$ cat src/rtl/cpu_harness_pkg.sv
// Shared types and constants for the CPU test-harness run/halt/dump controller.
`timescale 1ns/1ps
package cpu_harness_pkg;

    typedef enum logic [2:0] {
        ST_IDLE,
        ST_RUN,
        ST_DRAIN,
        ST_DUMP_RD,
        ST_DUMP_CAP,
        ST_DUMP_OUT,
        ST_DONE
    } ctrl_state_t;

    localparam logic [31:0] HALT_WORD_DEFAULT = 32'hFFFF_FFFF;

    // Each dumped word costs read, capture and present cycles.
    localparam int DUMP_CYCLES_PER_WORD = 3;

endpackage

$ cat src/rtl/dump_out_reg.sv
// Valid/ready holding register for one dumped word: loaded from the capture
// cycle, held stable under backpressure, released on handshake.
`timescale 1ns/1ps
module dump_out_reg #(
    parameter int DATA_W = 32,
    parameter int ADDR_W = 9
) (
    input  logic              clk,
    input  logic              reset,
    input  logic              load,
    input  logic [DATA_W-1:0] load_data,
    input  logic [ADDR_W-1:0] load_addr,
    input  logic              load_last,
    input  logic              ready,
    output logic              valid,
    output logic [DATA_W-1:0] data,
    output logic [ADDR_W-1:0] addr,
    output logic              last
);

    // Data and address persist after the handshake; last only accompanies valid.
    always_ff @(posedge clk or posedge reset) begin
        if (reset) begin
            valid <= 1'b0;
            data  <= '0;
            addr  <= '0;
            last  <= 1'b0;
        end else if (load) begin
            valid <= 1'b1;
            data  <= load_data;
            addr  <= load_addr;
            last  <= load_last;
        end else if (valid && ready) begin
            valid <= 1'b0;
            last  <= 1'b0;
        end
    end

endmodule

$ cat src/rtl/cpu_halt_dump_ctrl.sv
// Run/halt controller for the pipelined CPU harness: runs the CPU until the halt
// sentinel or a timeout, drains the pipeline, then streams out the data RAM.
`timescale 1ns/1ps
module cpu_halt_dump_ctrl
    import cpu_harness_pkg::*;
#(
    parameter int          DATA_W       = 32,
    parameter int          ADDR_W       = 9,
    parameter int          DUMP_DEPTH   = 512,
    parameter int          DRAIN_CYCLES = 10,
    parameter logic [31:0] HALT_WORD    = HALT_WORD_DEFAULT,
    parameter int          CNT_W        = 32
) (
    input  logic              clk,
    input  logic              reset,
    input  logic              start,
    input  logic [31:0]       instr_id,
    input  logic [CNT_W-1:0]  timeout_limit,
    output logic              cpu_run,
    output logic              mem_rd_en,
    output logic [ADDR_W-1:0] mem_rd_addr,
    input  logic [DATA_W-1:0] mem_rd_data,
    output logic              dump_valid,
    input  logic              dump_ready,
    output logic [DATA_W-1:0] dump_data,
    output logic [ADDR_W-1:0] dump_addr,
    output logic              dump_last,
    output logic              done,
    output logic              timed_out,
    output logic [CNT_W-1:0]  cycle_count
);

    localparam int                DRAIN_W    = (DRAIN_CYCLES > 1) ? $clog2(DRAIN_CYCLES + 1) : 1;
    localparam logic [DRAIN_W-1:0] DRAIN_LOAD = DRAIN_W'(DRAIN_CYCLES);
    localparam logic [ADDR_W-1:0]  LAST_ADDR  = ADDR_W'(DUMP_DEPTH - 1);
    localparam logic [CNT_W-1:0]   CNT_MAX    = '1;

    ctrl_state_t        state;
    ctrl_state_t        next_state;
    logic [ADDR_W-1:0]  ptr;
    logic [DRAIN_W-1:0] drain_cnt;
    logic               halt_hit;
    logic               timeout_hit;
    logic               ptr_last;
    logic               handshake;
    logic               cap_load;

    // Case equality keeps an unknown ID-stage word from ever reading as a halt.
    assign halt_hit    = (instr_id === HALT_WORD);
    assign timeout_hit = (timeout_limit != '0) && (cycle_count == timeout_limit - CNT_W'(1));
    assign ptr_last    = (ptr == LAST_ADDR);
    assign handshake   = dump_valid && dump_ready;
    assign mem_rd_addr = mem_rd_en ? ptr : '0;
    assign done        = (state == ST_DONE);

    always_ff @(posedge clk or posedge reset) begin
        if (reset) begin
            state <= ST_IDLE;
        end else begin
            state <= next_state;
        end
    end

    always_comb begin
        next_state = state;
        cpu_run    = 1'b0;
        mem_rd_en  = 1'b0;
        cap_load   = 1'b0;
        case (state)
            ST_IDLE, ST_DONE: begin
                if (start) next_state = ST_RUN;
            end
            ST_RUN: begin
                cpu_run = 1'b1;
                if (halt_hit || timeout_hit)
                    next_state = (DRAIN_CYCLES == 0) ? ST_DUMP_RD : ST_DRAIN;
            end
            ST_DRAIN: begin
                cpu_run = 1'b1;
                if (drain_cnt <= DRAIN_W'(1)) next_state = ST_DUMP_RD;
            end
            ST_DUMP_RD: begin
                mem_rd_en  = 1'b1;
                next_state = ST_DUMP_CAP;
            end
            ST_DUMP_CAP: begin
                cap_load   = 1'b1;
                next_state = ST_DUMP_OUT;
            end
            ST_DUMP_OUT: begin
                if (handshake) next_state = ptr_last ? ST_DONE : ST_DUMP_RD;
            end
            default: next_state = ST_IDLE;
        endcase
    end

    // Halt takes priority over a coincident timeout, so timed_out stays clear then.
    always_ff @(posedge clk or posedge reset) begin
        if (reset) begin
            ptr         <= '0;
            drain_cnt   <= '0;
            cycle_count <= '0;
            timed_out   <= 1'b0;
        end else begin
            case (state)
                ST_IDLE, ST_DONE: begin
                    if (start) begin
                        cycle_count <= '0;
                        timed_out   <= 1'b0;
                    end
                end
                ST_RUN: begin
                    if (halt_hit) begin
                        drain_cnt <= DRAIN_LOAD;
                        ptr       <= '0;
                    end else if (timeout_hit) begin
                        drain_cnt <= DRAIN_LOAD;
                        ptr       <= '0;
                        timed_out <= 1'b1;
                    end else if (cycle_count != CNT_MAX) begin
                        cycle_count <= cycle_count + CNT_W'(1);
                    end
                end
                ST_DRAIN: begin
                    drain_cnt <= drain_cnt - DRAIN_W'(1);
                end
                ST_DUMP_OUT: begin
                    if (handshake && !ptr_last) ptr <= ptr + ADDR_W'(1);
                end
                default: ;
            endcase
        end
    end

    dump_out_reg #(
        .DATA_W (DATA_W),
        .ADDR_W (ADDR_W)
    ) u_dump_out_reg (
        .clk       (clk),
        .reset     (reset),
        .load      (cap_load),
        .load_data (mem_rd_data),
        .load_addr (ptr),
        .load_last (ptr_last),
        .ready     (dump_ready),
        .valid     (dump_valid),
        .data      (dump_data),
        .addr      (dump_addr),
        .last      (dump_last)
    );

endmodule

$ cat config.mk
export PLATFORM = sky130hd
export DESIGN_NAME = cpu_halt_dump_ctrl
export DESIGN_NICKNAME = d
export VERILOG_FILES = /design/src/rtl/cpu_harness_pkg.sv /design/src/rtl/dump_out_reg.sv /design/src/rtl/cpu_halt_dump_ctrl.sv
export SDC_FILE = /design/constraint.sdc
export NUM_CORES = 1
export LEC_CHECK = 0
export CORE_ASPECT_RATIO = 0.7
export CORE_MARGIN = 4
export CORE_UTILIZATION = 52
export CTS_BUF_LIST = sky130_fd_sc_hd__clkbuf_4
export DETAILED_ROUTE_END_ITERATION = 7
export PLACE_DENSITY = 0.93
export SYNTH_ARGS = -nofsm -noshare
export SYNTH_HDL_FRONTEND = slang
export SYNTH_SLANG_ARGS = --single-unit
export TNS_END_PERCENT = 50
$ cat constraint.sdc
create_clock -name clk -period 6.7 [get_ports clk]
set_input_delay 1.34 -clock clk [delete_from_list [all_inputs] [get_ports clk]]
set_output_delay 1.34 -clock clk [all_outputs]
set_load 0.01 [all_outputs]
=== Word-level counts from Yosys, hierarchy flattened ===
Cells that the tools add are included.

* Bits in registers: 92
* Input bits: 100
* Output and inout bits: 88
* Logic and storage cells: 81

* $add $sub $neg: 4
* $lt $le $gt $ge: 1
* Equal/unequal tests: 20
* Multiplexer cells: 29
* Reductions and logical operators: 18

{| class="wikitable"
|+ Operators by type and width
! operator !! number
|-
| $mux W32 || 4
|-
| $pmux W32 S2 || 1
|-
| $mux W9 || 4
|-
| $add A32 B1 Y32 const B || 1
|-
| $eq A32 B32 Y1 || 1
|-
| $eqx A32 B32 Y1 const B || 1
|-
| $ne A32 B32 Y1 const B || 1
|-
| $reduce_bool A32 Y1 || 1
|-
| $sub A32 B1 Y32 const B || 1
|-
| $ne A2 B2 Y1 const B || 9
|-
| $pmux W3 S6 || 1
|-
| $pmux W9 S2 || 1
|-
| $mux W3 || 5
|-
| $add A9 B1 Y9 const B || 1
|-
| $eq A3 B3 Y1 const B || 3
|-
| $eq A9 B9 Y1 const B || 1
|-
| $mux W1 || 9
|-
| $mux W4 || 2
|-
| $pmux W4 S2 || 1
|-
| $reduce_and A4 Y1 || 2
|-
| $reduce_bool A2 Y1 || 4
|-
| $eq A3 B2 Y1 const B || 2
|-
| $reduce_and A5 Y1 || 1
|-
| $le A4 B1 Y1 const B || 1
|-
| other kinds (11) || 14
|}

=== Longest topological paths before layout ===
Gate-level depths: netlist of the first run.

* Depth after elaboration: 6
* Depth in mapped cells: 12
* Mapped depth without buffers: 10

=== Cells and area by module ===
Synthesis of the first run repeated with hierarchy kept, for this count alone.

* Cells, all modules: 636
* Area total of the unflattened synthesis: 6087.1 µm²

{| class="wikitable"
|+ By module, submodules not included
! module !! times used !! cells an instance !! area each (µm²)
|-
| cpu_halt_dump_ctrl || 1 || 541 || 4290.4
|-
| dump_out_reg || 1 || 95 || 1796.7
|}

=== Least setup slack after synthesis of the first run ===
No wires, ideal clock.

* Path kind: input to register
* From: input timeout_limit[0]
* To: register cycle_count[20]
* Library setup time: 66 ps
* Arrival time: 3802 ps
* Data required time: 6634 ps
* Slack: 2832 ps
* Stages on the path: 11
* Buffers on the path: 1
* Cells stage by stage: inv_1 -> ha_1 -> nor3b_1 -> nand4_1 -> nor3_2 -> mux2_2 -> o31ai_2 -> nor4_2 -> clkbuf_1 -> or4_1 -> nand2_1

* Cells in the longest elaborated chain, start to end: 5

{| class="wikitable"
|+ RTL lines
! what !! line !! text
|-
| start: declaration || cpu_halt_dump_ctrl.sv:18 || <nowiki>input logic [CNT_W-1:0] timeout_limit,</nowiki>
|-
| $sub A32 B1 Y32 || cpu_halt_dump_ctrl.sv:50 || <nowiki>assign timeout_hit = (timeout_limit != '0) && (cycle_count == timeout_limit - CNT_W'(1));</nowiki>
|-
| $eq A32 B32 Y1 || cpu_halt_dump_ctrl.sv:50 ||
|-
| $logic_and A1 B1 Y1 * || cpu_halt_dump_ctrl.sv:50 ||
|-
| $ne A2 B2 Y1 (no source line) * || n/a ||
|-
| $reduce_and A5 Y1 (no source line) * || n/a ||
|-
| end signal: assignment || cpu_halt_dump_ctrl.sv:121 || <nowiki>cycle_count <= cycle_count + CNT_W'(1);</nowiki>
|-
| end: declaration || cpu_halt_dump_ctrl.sv:30 || <nowiki>output logic [CNT_W-1:0] cycle_count</nowiki>
|}

Mark *: on every way between the ends. The rest lies on a longest branch, timed or not.
A chain may end at the register's enable or synchronous reset.

=== Final worst setup path of the first run ===
* From: input timeout_limit[0]
* To: register cycle_count[31]

Same word-level chain as after synthesis.

==> results of run 1 <==
## worst reg2reg max path, stage by stage (launching register included)
cell	delay, ns
dfrtp_1	0.49
xor2_1	0.34
and4_1	0.25
o2111ai_1	0.12
a2111oi_2	0.43
nand4_1	0.26
nor4_4	0.86
buf_4	0.41
o21ai_0	0.16
a21oi_1	0.14
## layout make-up
cell class	instances	area, sq um	share of cell area (%)
clock buffer	9	67.6	0.863
sequential	92	2300	29.4
multi-input combinational	456	3240	41.4
clock inverter	7	91.3	1.17
tap	132	165	2.11
timing repair buffer	193	1920	24.5
inverter	11	42.5	0.543
## Yosys cell counts, types with 11 or more instances
cell type   n
nand3_1    23
and3_1     16
inv_1      11
xor2_1     24
nor3_1     12
or4_1      20
nor2_1     23
or3_1      17
xnor2_1    33
a21oi_1    22
o211ai_1   18
nand2_1    41
nand4_1    35
and2_1     21
clkbuf_1   20
dfrtp_1    92
o21ai_0    15
mux2_2     43
## kinds of logic (layout without fill, tap and decap cells)
logic type / after synthesis / count (layout) / share of synthesized area [%]
and+or+nand+nor: 259 / 259 / 27.2
xor gates and xnor gates: 57 / 57 / 8.81
adders and majority gates: 6 / 6 / 1.32
AOI/OAI and AO/OA: 87 / 87 / 10.2
buffers and inverters: 36 / 220 / 2.58
muxes: 47 / 47 / 9.25
DFF: 92 / 92 / 40.6
## routing by layer
layer / up-vias / routed length (microns) / track usage [%]
met4: 0 / 386 / 8.56
met3: 45 / 1500 / 7.12
li1: 2543 / - / -
met2: 279 / 8300 / 44.1
met5: - / 0 / 0
met1: 2664 / 7190 / 35.7
## through the flow
step	power [mW]	hold WS [ns]	utilization, %	worst slack [ns]
after floorplan	0.605	0.479	-	2.83
after global placement	0.682	0.487	73.2	1.64
after detailed placement	0.685	0.495	73.2	1.42
after CTS	1.02	0.530	74.8	1.89
after global routing	1.05	0.543	74.8	1.37
final	1.02	0.521	74.8	1.74
## how the worst min path moves through the flow
stage	startpoint	end	slack, ns	cells past startpoint
finish	u_dump_out_reg.data[16]$_DFFE_PP0P_	u_dump_out_reg.data[16]$_DFFE_PP0P_	0.52	1
global route	u_dump_out_reg.data[23]$_DFFE_PP0P_	u_dump_out_reg.data[23]$_DFFE_PP0P_	0.54	1
CTS	u_dump_out_reg.data[23]$_DFFE_PP0P_	u_dump_out_reg.data[23]$_DFFE_PP0P_	0.53	1
detailed placement	u_dump_out_reg.data[13]$_DFFE_PP0P_	u_dump_out_reg.data[13]$_DFFE_PP0P_	0.50	1
global placement	u_dump_out_reg.data[27]$_DFFE_PP0P_	u_dump_out_reg.data[27]$_DFFE_PP0P_	0.49	1
floorplan	drain_cnt[3]$_DFFE_PP0P_	drain_cnt[3]$_DFFE_PP0P_	0.48	1
## registers in the layout (all words and copies together) (netlist names)
signal	flops
cycle_count	32
drain_cnt	4
ptr	9
state	3
timed_out	1
u_dump_out_reg.addr	9
u_dump_out_reg.data	32
u_dump_out_reg.last	1
u_dump_out_reg.valid	1
## where the power goes
part           internal, mW   switching (mW)
clock network         0.150            0.190
logic                0.0680           0.0524
registers             0.555  0.0000000000136
==> out/qor.txt, run 1 <==
Status: finished, final reports clean
Post-route ant nets: 0
Static leakage: 3.28 nW
Area fraction of the dominant cell type after synthesis: 40.6%
Vias in the first global route: 5555
Skew final: 0.0219 ns
Vias per cell: 6.15
Post-DP HPWL: 13200 microns
Largest net degree at the start of global routing: 54
Post-Route Setup TNS: 0 ns
DRC: 0
Most frequent CP cell: nand4_1
CTS tree: done
Pre-antenna DRT Iters: 7
Post-Place Cells: 884
Commonest non-fill, non-tap cell in the layout: clkdlybuf4s50_1
Crit-path leading delay family: simple AND/OR/NAND/NOR gates
CP Max Fanout: 27
Worst Path Buf+Inv: 3
Syn nets: 690
Worst rel slew slack: 30.4%
Placed cell areas: 7670 sq um
Fin. max-slew vios: 0
Cell area after synthesis: 5670 sq um
CP required: 7.07 ns
Layout cell share with drive strength beyond 1: 10.4%
Synthesized instance count: 584
CP endpoint: cycle_count[31]$_DFFE_PP0P_
Synth-to-layout area growth: 38.1%
Worst Setup End Kind: flop
Finish-stage setup viols: 0
Hold-fix buffers, CTS: 0
Register bit total from synthesis: 92
Tcrit/Tclk final: 74.0%
Worst Path Arrival: 5.33 ns
Peak Freq: 0.202 GHz
Clock sink count: 92
Area leader, netlist: dfrtp_1
Nets: 869
I/O pin total: 188
Peak supply drop: 0.0000979 V
RSZ-0062 raised after global routing: no
Reg2reg setup slack: 3.19 ns
Capture point of the worst reg-to-reg path: cycle_count[31]$_DFFE_PP0P_
Clock Latency Late Sink: 0.45 ns
First-pass GRT wire length: 27400 microns
Final hold vios: 0
Depth of the CTS H-tree: 3
RR Startpoint: cycle_count[15]$_DFFE_PP0P_
Crit path launch type: input pin
CP Class: input pin to flop
Global Route Usage Sum: 27.1%
Dominant cells by area after synthesis: dfrtp_1 (41%), mux2_2 (8.5%), xnor2_1 (5.1%)
Synth Warn #: 0
PD cells: 130 nW/um^2
Fin crit period: 4.96 ns
Max-cap check violation count: 0
Syn avg cell area: 9.71 sq um
Final instance area: 7830 sq um
Crit-path slowest cell: nor4_4
Post-cts resize count: 0
CP Cell Sequence: clkdlybuf4s50_1 > inv_1 > ha_1 > nor3b_1 > nand4_1 > nor4_1 > xnor2_1 > nand4_1 > nor4_4 > buf_4 > o21ai_0 > a21oi_1
Main flop type after synthesis: dfrtp_1
Post-CTS Setup Bufs: 0
Initial DRC Count: 672
Die span in y: 95.4 microns
Max Root-Sink Buffers: 2
Crit-path max cell delay: 0.90 ns
Final GP Congestion: 1.03
Via count: 5531
TritonCTS Buffers: 9
Critical path origin: timeout_limit[0]
Register area share after synthesis: 40.6%
Critical Path Stages: 12
Asr flop ratio synth: 100%
R2r worst-path depth: 9
Wire length per cell: 19.3 microns
Post-synth EDFFs: 0
Worst-path clk slew: 0.14 ns
Antenna cells: 0
Most frequent cells in the layout: clkdlybuf4s50_1 (187), dfrtp_1 (92), mux2_2 (43)
Row cnt: 31
Worst Tran Pin Value: 1.04 ns
Core ar.: 10500 sq um
Total gr overflow: 0
Hold WC Path Type: flop to flop
Root Driver: clkbuf_4
Final Non-Filler Cells: 900
Cell variety after synth: 59
Port bufs: 187
Starting Density: 54.1%
# fillers: 721
Final wirelength: 17400 microns
Die area: 12700 sq um
Initial antenna violation count: 0
Die X: 133 microns
(Power assumes the default switching activity.)
==> inputs of run 2 (changes only) <==
--- a/config.mk
+++ b/config.mk
@@ -7,10 +7,10 @@
 export LEC_CHECK = 0
 export CORE_ASPECT_RATIO = 0.7
 export CORE_MARGIN = 4
-export CORE_UTILIZATION = 52
+export CORE_UTILIZATION = 48
 export CTS_BUF_LIST = sky130_fd_sc_hd__clkbuf_4
 export DETAILED_ROUTE_END_ITERATION = 7
-export PLACE_DENSITY = 0.93
+export PLACE_DENSITY = 0.87
 export SYNTH_ARGS = -nofsm -noshare
 export SYNTH_HDL_FRONTEND = slang
 export SYNTH_SLANG_ARGS = --single-unit
==> constraint.sdc (replaced) <==
create_clock -name clk -period 5.2 [get_ports clk]
set_input_delay 1.04 -clock clk [delete_from_list [all_inputs] [get_ports clk]]
set_output_delay 1.04 -clock clk [all_outputs]
set_load 0.01 [all_outputs]
==> run 2 against run 1 <==
Against the previous run: clock skew fell by 0.0053 ns; non-clock buffer count rose by 2; hold slack barely moved; largest power group unchanged; highest routed layer unchanged.
==> out/qor.txt, run 2 (synthesis gave the netlist of run 1 again) <==
Peak Freq: 0.215 GHz
Post-CTS Setup Bufs: 0 (unchanged)
Global Route Usage Sum: 25.1% (-1.9 points)
Max Root-Sink Buffers: 2 (unchanged)
Fin crit period: 4.65 ns
Final hold vios: 0 (unchanged)
CP Max Fanout: 39 (+44%)
Synth-to-layout area growth: 38.4%
Hold path endpoint: u_dump_out_reg.data[26]$_DFFE_PP0P_
I/O pin total: 188 (unchanged)
Die area: 13600 sq um (+7.7%)
Fin. max-slew vios: 0 (unchanged)
Max-cap check violation count: 0 (unchanged)
# fillers: 862 (+20%)
Post-DP HPWL: 13300 microns (+0.19%)
Met2 Wirelength: 8440 microns (+1.7%)
Top flop regs: cycle_count x32, u_dump_out_reg.data x32
First-pass GRT wire length: 27700 microns (+1.0%)
Initial DRC Count: 480 (-29%)
Tcrit/Tclk final: 89.4%
Metal1 wirelength: 7050 microns (-2.0%)
Vias in the first global route: 5475 (-1.4%)
Hold-fix buffers, CTS: 0 (unchanged)
CTS tree: done
Worst hold start: u_dump_out_reg.data[26]$_DFFE_PP0P_
Final GP Congestion: 0.970 (-5.5%)
Crit-path max cell delay: 0.52 ns (-0.38 ns)
Post-cts resize count: 0 (unchanged)
CP Cell Sequence: clkdlybuf4s50_1 > inv_1 > ha_1 > nor3b_1 > nand4_1 > nor3_2 > mux2_2 > o31ai_2 > nor4_4 > buf_4 > buf_4 > or3_1 > a21oi_1
Root Driver: clkbuf_4
Crit-path leading delay family: simple AND/OR/NAND/NOR gates
Capture point of the worst reg-to-reg path: cycle_count[3]$_DFFE_PP0P_
Met3 routed WL: 1560 microns (+3.9%)
Post-route ant nets: 0 (unchanged)
Worst Path Arrival: 5.01 ns (-0.32 ns)
Pre-antenna DRT Iters: 5 (-2)
Vias per cell: 6.01 (-2.3%)
Via count: 5550 (+0.34%)
R2r worst-path depth: 10 (+1)
Worst Setup End Kind: flop
Starting Density: 50.2% (-3.9 points)
Peak supply drop: 0.000112 V (+15%)
Total gr overflow: 0 (unchanged)
CP required: 5.57 ns (-1.50 ns)
Crit path launch type: input pin
Worst Path Buf+Inv: 4 (+1)
PD cells: 160 nW/um^2 (+23%)
Clock sink count: 92 (unchanged)
Depth of the CTS H-tree: 3 (unchanged)
Core ar.: 11300 sq um (+7.8%)
RSZ-0062 raised after global routing: no
Wire length per cell: 18.7 microns (-3.3%)
Commonest non-fill, non-tap cell in the layout: clkdlybuf4s50_1
Worst-path clk slew: 0.13 ns (about the same)
Hold WC Path Type: flop to flop
Final wirelength: 17300 microns (-0.67%)
Skew final: 0.0166 ns (-0.00527 ns)
Worst rel slew slack: 29.8% (-0.61 points)
Die span in y: 98.9 microns (+3.7%)
Initial antenna violation count: 1 (+1)
Most frequent cells in the layout: clkdlybuf4s50_1 (187), dfrtp_1 (92), mux2_2 (43)
Port bufs: 187 (unchanged)
Most frequent CP cell: buf_4
Setup ws final: 0.553 ns (-1.19 ns)
Die X: 138 microns (+3.8%)
DRC: 0 (unchanged)
Pre-CTS setup slack: 0.249 ns (-1.17 ns)
Worst Tran Pin Value: 1.05 ns (+0.00908 ns)
Finish-stage setup viols: 0 (unchanged)
TritonCTS Buffers: 9 (unchanged)
CP Class: input pin to flop
Status: finished, final reports clean
Reg2reg setup slack: 1.98 ns (-1.21 ns)
Layout cell share with drive strength beyond 1: 10.5% (+0.10 points)
Hold path depth: 1 (unchanged)
Top sig layer: met4
Static leakage: 3.27 nW (-0.20%)
Largest net degree at the start of global routing: 62 (+15%)
Nets: 871 (+0.23%)
RR Startpoint: cycle_count[15]$_DFFE_PP0P_
Clock Latency Late Sink: 0.45 ns (about the same)
Row cnt: 32 (+3.2%)
Crit-path slowest cell: clkdlybuf4s50_1
Post-Route Setup TNS: 0 ns (unchanged)
-- run 2: cell count changes in the layout (fill, tap and decap cells not counted), sizes merged --
cell      before  now
buf            6    8
bufinv         2    1
clkbuf         9   10
clkinv         6    5
clkinvlp       0    1
diode          0    1
-- run 2: where the power goes --
group / total, mW / internal [mW] / switching [mW] / leakage, nW
Combinational: 0.154 / 0.0880 / 0.0665 / 1.95
Clock: 0.383 / 0.147 / 0.235 / 0.0712
Sequential: 0.715 / 0.715 / 0.0000000000174 / 1.25
-- run 2: worst max path at each step --
stage / startpoint / to / slack, ns / cells after the start
final: timeout_limit[0] / cycle_count[3]$_DFFE_PP0P_ / 0.55 / 13
after global routing: timeout_limit[0] / cycle_count[7]$_DFFE_PP0P_ / 0.36 / 13
after detailed placement: timeout_limit[0] / cycle_count[3]$_DFFE_PP0P_ / 0.25 / 13
after floorplan: timeout_limit[0] / cycle_count[20]$_DFFE_PP0P_ / 1.63 / 11
after CTS: timeout_limit[0] / cycle_count[3]$_DFFE_PP0P_ / 0.72 / 13
after global placement: timeout_limit[0] / cycle_count[8]$_DFFE_PP0P_ / 0.52 / 13
-- run 2: layer usage --
| layer | global-route usage, % | up-vias |
|---|---|---|
| li1 | - | 2549 |
| met1 | 33.9 | 2702 |
| met2 | 41.3 | 275 |
| met3 | 5.61 | 24 |
| met4 | 6.07 | 0 |
| met5 | 0 | - |
-- run 2: layout make-up --
cell class,count,area [sq um],share of cell area [%]
Sequential cell,92,2300,29.4
Antenna cell,1,2.50,0.0319
Clock inverter,6,55.1,0.702
Tap cell,153,191,2.44
Inverter,11,42.5,0.542
Multi-Input combinational cell,456,3240,41.3
Clock buffer,10,75.1,0.957
Timing Repair Buffer,195,1930,24.6
-- run 2: through the flow --
stage	cells	instance area, sq um	util [%]	total power, mW	hold slack, ns
6_report	924	7840	69.5	1.25	0.521
5_1_grt	924	7840	69.5	1.31	0.546
4_1_cts	923	7840	69.4	1.26	0.525
3_5_place_dp	907	7710	68.3	0.882	0.487
3_3_place_gp	907	7710	68.3	0.878	0.483
2_1_floorplan	584	5670	-	0.779	0.479
==> inputs of run 3 (changes only) <==
--- a/config.mk
+++ b/config.mk
@@ -11,6 +11,7 @@
 export CTS_BUF_LIST = sky130_fd_sc_hd__clkbuf_4
 export DETAILED_ROUTE_END_ITERATION = 7
 export PLACE_DENSITY = 0.87
+export RECOVER_POWER = 25
 export SYNTH_ARGS = -nofsm -noshare
 export SYNTH_HDL_FRONTEND = slang
 export SYNTH_SLANG_ARGS = --single-unit
==> run 3 against run 2 <==
Against the previous run: the flow now finishes with violations (capacitance limit, slew limit); final cell count increased by 0.11%; first-iteration DRC count decreased by 1.7%; sequential power about the same; non-clock buffer count unchanged; clock skew about the same; critical endpoint unchanged.
==> out/qor.txt, run 3 (synthesis gave the netlist of run 1 again) <==
Post-route ant nets: 0 (unchanged)
Most frequent CP cell: buf_4
Pre-antenna DRT Iters: 5 (unchanged)
Hold path depth: 1 (unchanged)
CP Max Fanout: 39 (unchanged)
Failing checks: capacitance limit, slew limit
Reg2reg setup slack: 1.96 ns (-0.02 ns)
Clock Latency Late Sink: 0.45 ns (about the same)
Post-cts resize count: 0 (unchanged)
Peak Freq: 0.217 GHz (+0.89%)
Nets: 871 (unchanged)
Switching power: 0.304 mW (+0.69%)
Hold path endpoint: u_dump_out_reg.data[26]$_DFFE_PP0P_
Layout cell share with drive strength beyond 1: 10.3% (-0.26 points)
Worst hold start: u_dump_out_reg.data[26]$_DFFE_PP0P_
Crit-path slowest cell: clkdlybuf4s50_1
Initial DRC Count: 472 (-1.7%)
Internal Pwr Total: 0.951 mW (about the same)
Status: finished, violations left
Worst-path clk slew: 0.13 ns (about the same)
Peak supply drop: 0.000113 V (+0.10%)
Global Route Usage Sum: 25.1% (unchanged)
Die area: 13600 sq um (unchanged)
Total gr overflow: 0 (unchanged)
TritonCTS Buffers: 9 (unchanged)
Worst rel slew slack: -79.0% (-110 points)
R2r worst-path depth: 10 (unchanged)
Largest net degree at the start of global routing: 62 (unchanged)
RSZ-0062 raised after global routing: no
Port bufs: 187 (unchanged)
Row cnt: 32 (unchanged)
Die span in y: 98.9 microns (unchanged)
Core ar.: 11300 sq um (unchanged)
I/O pin total: 188 (unchanged)
Final hold vios: 0 (unchanged)
Post-Place Cells: 907 (unchanged)
Finish-stage setup viols: 0 (unchanged)
Worst Tran Pin Value: 2.67 ns (+1.62 ns)
Static leakage: 3.26 nW (-0.32%)
Final Non-Filler Cells: 925 (+0.11%)
Most frequent cells in the layout: clkdlybuf4s50_1 (186), dfrtp_1 (92), mux2_2 (43)
Post-DP HPWL: 13300 microns (unchanged)
Skew final: 0.0169 ns (+0.000206 ns)
Max-cap check violation count: 2 (+2)
Capture point of the worst reg-to-reg path: cycle_count[3]$_DFFE_PP0P_
DRC: 0 (unchanged)
Initial antenna violation count: 1 (unchanged)
Vias in the first global route: 5475 (unchanged)
CP required: 5.57 ns (about the same)
PD cells: 160 nW/um^2 (+0.25%)
Final wirelength: 17200 microns (-0.16%)
Root Driver: clkbuf_4
Crit-path max cell delay: 0.52 ns (about the same)
Fin. max-slew vios: 107 (+107)
Clock sink count: 92 (unchanged)
Vias per cell: 5.96 (-0.79%)
Switching part of the total: 24.2% (+0.13 points)
Post-Route Setup TNS: 0 ns (unchanged)
Die X: 138 microns (unchanged)
Via count: 5512 (-0.68%)
First-pass GRT wire length: 27700 microns (unchanged)
CTS tree: done
Clk pwr share: 30.7% (+0.2 points)
Comb pwr share: 12.3% (about the same)
Worst Setup End Kind: flop
Hold WC Path Type: flop to flop
Post-CTS Setup Bufs: 0 (unchanged)
Top flop regs: cycle_count x32, u_dump_out_reg.data x32
Fin crit period: 4.61 ns (-0.0410 ns)
Synth-to-layout area growth: 38.3% (about the same)
Final GP Congestion: 0.970 (unchanged)
Reg power frac: 57.0% (about the same)
CP Class: input pin to flop
Wire length per cell: 18.6 microns (-0.27%)
Depth of the CTS H-tree: 3 (unchanged)
Max Root-Sink Buffers: 2 (unchanged)
Commonest non-fill, non-tap cell in the layout: clkdlybuf4s50_1
Worst Path Arrival: 4.98 ns (-0.03 ns)
CP Cell Sequence: clkdlybuf4s50_1 > inv_1 > ha_1 > nor3b_1 > nand4_1 > nor3_2 > mux2_2 > o31ai_2 > nor4_4 > buf_4 > buf_4 > or3_1 > a21oi_1
Crit path launch type: input pin
Starting Density: 50.2% (unchanged)
Tcrit/Tclk final: 88.6% (-0.79 points)
Hold-fix buffers, CTS: 0 (unchanged)
RR Startpoint: cycle_count[15]$_DFFE_PP0P_
==> run 3: power groups by stage <==
| stage | clock network [mW] | registers [mW] | logic, mW |
|---|---|---|---|
| CTS | 0.393 | 0.715 | 0.154 |
| global route | 0.428 | 0.716 | 0.166 |
| global placement | 0 | 0.729 | 0.149 |
| floorplan | 0 | 0.729 | 0.0500 |
| finish | 0.385 | 0.716 | 0.154 |
| detailed placement | 0 | 0.729 | 0.153 |
==> run 3: cell type report <==
class / count / area [sq um]
fill: 864 / 3450
multi-input combinational: 456 / 3240
sequential: 92 / 2300
timing repair buffer: 195 / 1930
tap: 153 / 191
clock buffer: 10 / 75.1
clock inverter: 6 / 55.1
inverter: 11 / 42.5
antenna: 2 / 5.00
==> run 3: per-stage QoR <==
stage | utilization, % | hold slack, ns | area (sq um) | worst slack (ns) | total power, mW
after floorplan | - | 0.479 | 5670 | 1.63 | 0.779
after global placement | 68.3 | 0.483 | 7710 | 0.520 | 0.878
after detailed placement | 68.3 | 0.487 | 7710 | 0.249 | 0.882
after CTS | 69.4 | 0.525 | 7840 | 0.720 | 1.26
after global routing | 69.4 | 0.546 | 7840 | 0.357 | 1.31
final | 69.4 | 0.522 | 7840 | 0.594 | 1.25
==> run 3: metal layers <==
layer,GRT usage (%),share of wire (%),wire (microns)
met5,0,0,0
met4,6.07,1.4,244
met3,5.61,8.7,1500
met2,41.3,49,8370
met1,33.9,41,7120
==> run 3: worst max-delay path, delay by kind of cell <==
family / cells / cell delay [ns]
buffers and inverters: 4 / 1.12
adder cells (fa/ha/maj): 1 / 0.22
multiplexers: 1 / 0.39
AO/OA/AOI/OAI: 2 / 0.54
AND/OR/NAND/NOR: 5 / 1.65
==> run 3: how the worst max path moves through the flow <==
stage	cells past startpoint	slack, ns	endpoint	from
finish	13	0.59	cycle_count[3]$_DFFE_PP0P_	timeout_limit[0]
global route	13	0.36	cycle_count[7]$_DFFE_PP0P_	timeout_limit[0]
CTS	13	0.72	cycle_count[3]$_DFFE_PP0P_	timeout_limit[0]
detailed placement	13	0.25	cycle_count[3]$_DFFE_PP0P_	timeout_limit[0]
global placement	13	0.52	cycle_count[8]$_DFFE_PP0P_	timeout_limit[0]
floorplan	11	1.63	cycle_count[20]$_DFFE_PP0P_	timeout_limit[0]
==> edit: new RTL, flow settings as in run 2 <==
`ADDR_W` is set to 9 in 2 places; all go to 7.
--- a/src/rtl/dump_out_reg.sv
+++ b/src/rtl/dump_out_reg.sv
@@ -3,7 +3,7 @@
 `timescale 1ns/1ps
 module dump_out_reg #(
     parameter int DATA_W = 32,
-    parameter int ADDR_W = 9
+    parameter int ADDR_W = 7
 ) (
     input  logic              clk,
     input  logic              reset,
--- a/src/rtl/cpu_halt_dump_ctrl.sv
+++ b/src/rtl/cpu_halt_dump_ctrl.sv
@@ -5,7 +5,7 @@
     import cpu_harness_pkg::*;
 #(
     parameter int          DATA_W       = 32,
-    parameter int          ADDR_W       = 9,
+    parameter int          ADDR_W       = 7,
     parameter int          DUMP_DEPTH   = 512,
     parameter int          DRAIN_CYCLES = 10,
     parameter logic [31:0] HALT_WORD    = HALT_WORD_DEFAULT,
Ports: changed (resized dump_addr and mem_rd_addr); port bits go from 188 to 184. The function was not compared with the original's and may differ.
==> edit against run 2 <==
- via count rose by 9.7%
- design area hardly changed
- synthesized cell count grew 20%
- sequential share of layout area fell by 1.3 points
- die area grew 1.4%
- sequential cell count down 4
- area after synthesis is 1.5% higher
- wire length is 6.9% higher
- setup slack improved by 0.26 ns
- critical path type unchanged
- highest routed layer unchanged
Power is not compared: it rests on default switching activity, and its combinational part moved more than twofold at a synthesized area within 25%.
==> edit: results (changes against run 2) <==
stage,metric,value,unit,change
yosys,synth_xor_xnor_area_share,5.717,%,was 8.808%
power,p_leak,0.003151,uW,
sta,worst_pin_slew,0.9840,ns,was 1.053 ns
clocking,cts_setup_buffers,0,,unchanged
placement,portBuffers,183,,was 187
final_layout,fillerInstances,969,,was 862
final_layout,finalNetCount,977,,was 871
clocking,htree_levels,3,,unchanged
yosys,synthArstFlopShare,100.0,%,unchanged
global_routing,grt_max_degree,57,,was 62
yosys,synth.area.top_cells,"dfrtp_1 38%, nand2_1 10%, xnor2_1 3.3%",,"was dfrtp_1 41%, mux2_2 8.5%, xnor2_1 5.1%"
yosys,ys_seq_area_share,38.26,%,was 40.62%
sta,finClkSkew,0.01155,ns,was 0.01665 ns
drt,drt-total-wl,18460,microns,was 17270 microns
outcome,status,finished clean,,unchanged
final_layout,n_antenna_cell,0,,was 1
final_layout,drive_gt1_share,5.929,%,was 10.52%
global_routing,grt_usage,25.99,%,was 25.13%
clocking,cts_buffers,9,,unchanged
yosys,synth-compound-area-share,13.67,%,was 10.22%
setup_path,cp_max_fo,9,,was 39
clocking,cts_buffer_depth,2,,unchanged
yosys,synth_cell_types,69,,was 59
global_routing,grt_antenna_before_repair,0,,was 1
clocking,clk_pin_slew_worst_paths,0.15,ns,was 0.13 ns
clocking,clockRootBuffer,clkbuf_4,,unchanged
clocking,clock_latency,0.46,ns,
yosys,syn-num-nets,808,,was 690
global_routing,grt_pass1_wl,29440,microns,was 27660 microns
yosys,synthTopCellsByCount,"156 x nand2_1, 88 x dfrtp_1, 36 x nor2_1",,"was 92 x dfrtp_1, 43 x mux2_2, 41 x nand2_1"
yosys,muxShareOfSynthArea,1.630,%,was 9.249%
yosys,synth_fa_ha_area_share,1.087,%,was 1.325%
placement,gp_congestion,1.011,,was 0.9700
drt,drt_iter0_markers,672,,was 480
yosys,ys_warn_count,0,,unchanged
sta,setup-violations-final,0,,unchanged
global_routing,grt_pass1_vias,5736,,was 5475
power,intPower,1600,uW,
drt,vias,6090,,was 5550
drt,dr.pass1.iters,5,,unchanged
placement,post-place-ws,0.3747,ns,was 0.2486 ns
power,vdd.ir_drop.worst,0.0002806,V,
placement,dpl.hpwl,13980,microns,was 13270 microns
edit: per-layer routing:
layer  track usage, %  routed length [microns]  part of all wire [%]
met1            36.55                     7911                    43
met4            3.609                      189                   1.0
met2            40.62                     8285                    45
met3            8.361                     2071                    11
met5                0                        0                     0
edit: power by group through the flow:
| stage | registers, uW | logic (uW) | clock network (uW) |
|---|---|---|---|
| after floorplan | 1080 | 566 | 0 |
| after global placement | 1050 | 1170 | 0 |
| after detailed placement | 1060 | 1200 | 0 |
| after CTS | 1040 | 1210 | 423 |
| after global routing | 1070 | 1320 | 454 |
| final | 1040 | 1200 | 416 |
edit: stage by stage:
| stage | std cells | total power, uW | hold slack, ns | instance area, sq um |
|---|---|---|---|---|
| final | 1034 | 2664 | 0.4923 | 7839 |
| after global routing | 1034 | 2849 | 0.5153 | 7839 |
| after CTS | 1034 | 2671 | 0.4959 | 7839 |
| after detailed placement | 1018 | 2255 | 0.4618 | 7692 |
| after global placement | 1018 | 2217 | 0.4568 | 7692 |
| after floorplan | 703 | 1644 | 0.4758 | 5756 |
edit: layout make-up:
| class | instances | area, sq um | area share (%) |
|---|---|---|---|
| sequential | 88 | 2202 | 28.09 |
| inverter | 14 | 53.80 | 0.6864 |
| multi-input combinational | 569 | 3356 | 42.81 |
| clock inverter | 7 | 78.83 | 1.006 |
| tap | 157 | 196.4 | 2.506 |
| timing repair buffer | 190 | 1884 | 24.04 |
| clock buffer | 9 | 67.56 | 0.8619 |
edit: logic make-up after synthesis:
logic type | after synthesis
adder cells (fa/ha/maj) | 5
AO/OA/AOI/OAI | 125
buffers and inverters | 46
XOR/XNOR | 36
flip-flops | 88
multiplexers | 9
AND/OR/NAND/NOR | 394
edit: worst paths after layout:
check                                         from                      end  slack, ns  cells past startpoint
max                               timeout_limit[0]           cycle_count[0]       0.81                     12
min                        u_dump_out_reg.data[11]  u_dump_out_reg.data[11]       0.49                      2
max reg2reg                        cycle_count[11]          cycle_count[20]       1.87                      9
min reg2reg                u_dump_out_reg.data[11]  u_dump_out_reg.data[11]       0.49                      2
max in group asynchronous                    reset          cycle_count[29]       3.13                      3
min in group asynchronous                    reset   u_dump_out_reg.data[0]       1.08                      2
edit: worst max-delay path, cell delays in order:
cell and delay [ns]:
clkdlybuf4s50_1 0.52, inv_1 0.10, ha_1 0.27, nor4b_2 0.51
nand4_1 0.20, nor4_1 0.47, nand4_1 0.17, a22oi_1 0.41
nand4_1 0.21, nor4_4 0.55, nand2b_1 0.20, o21ai_0 0.08
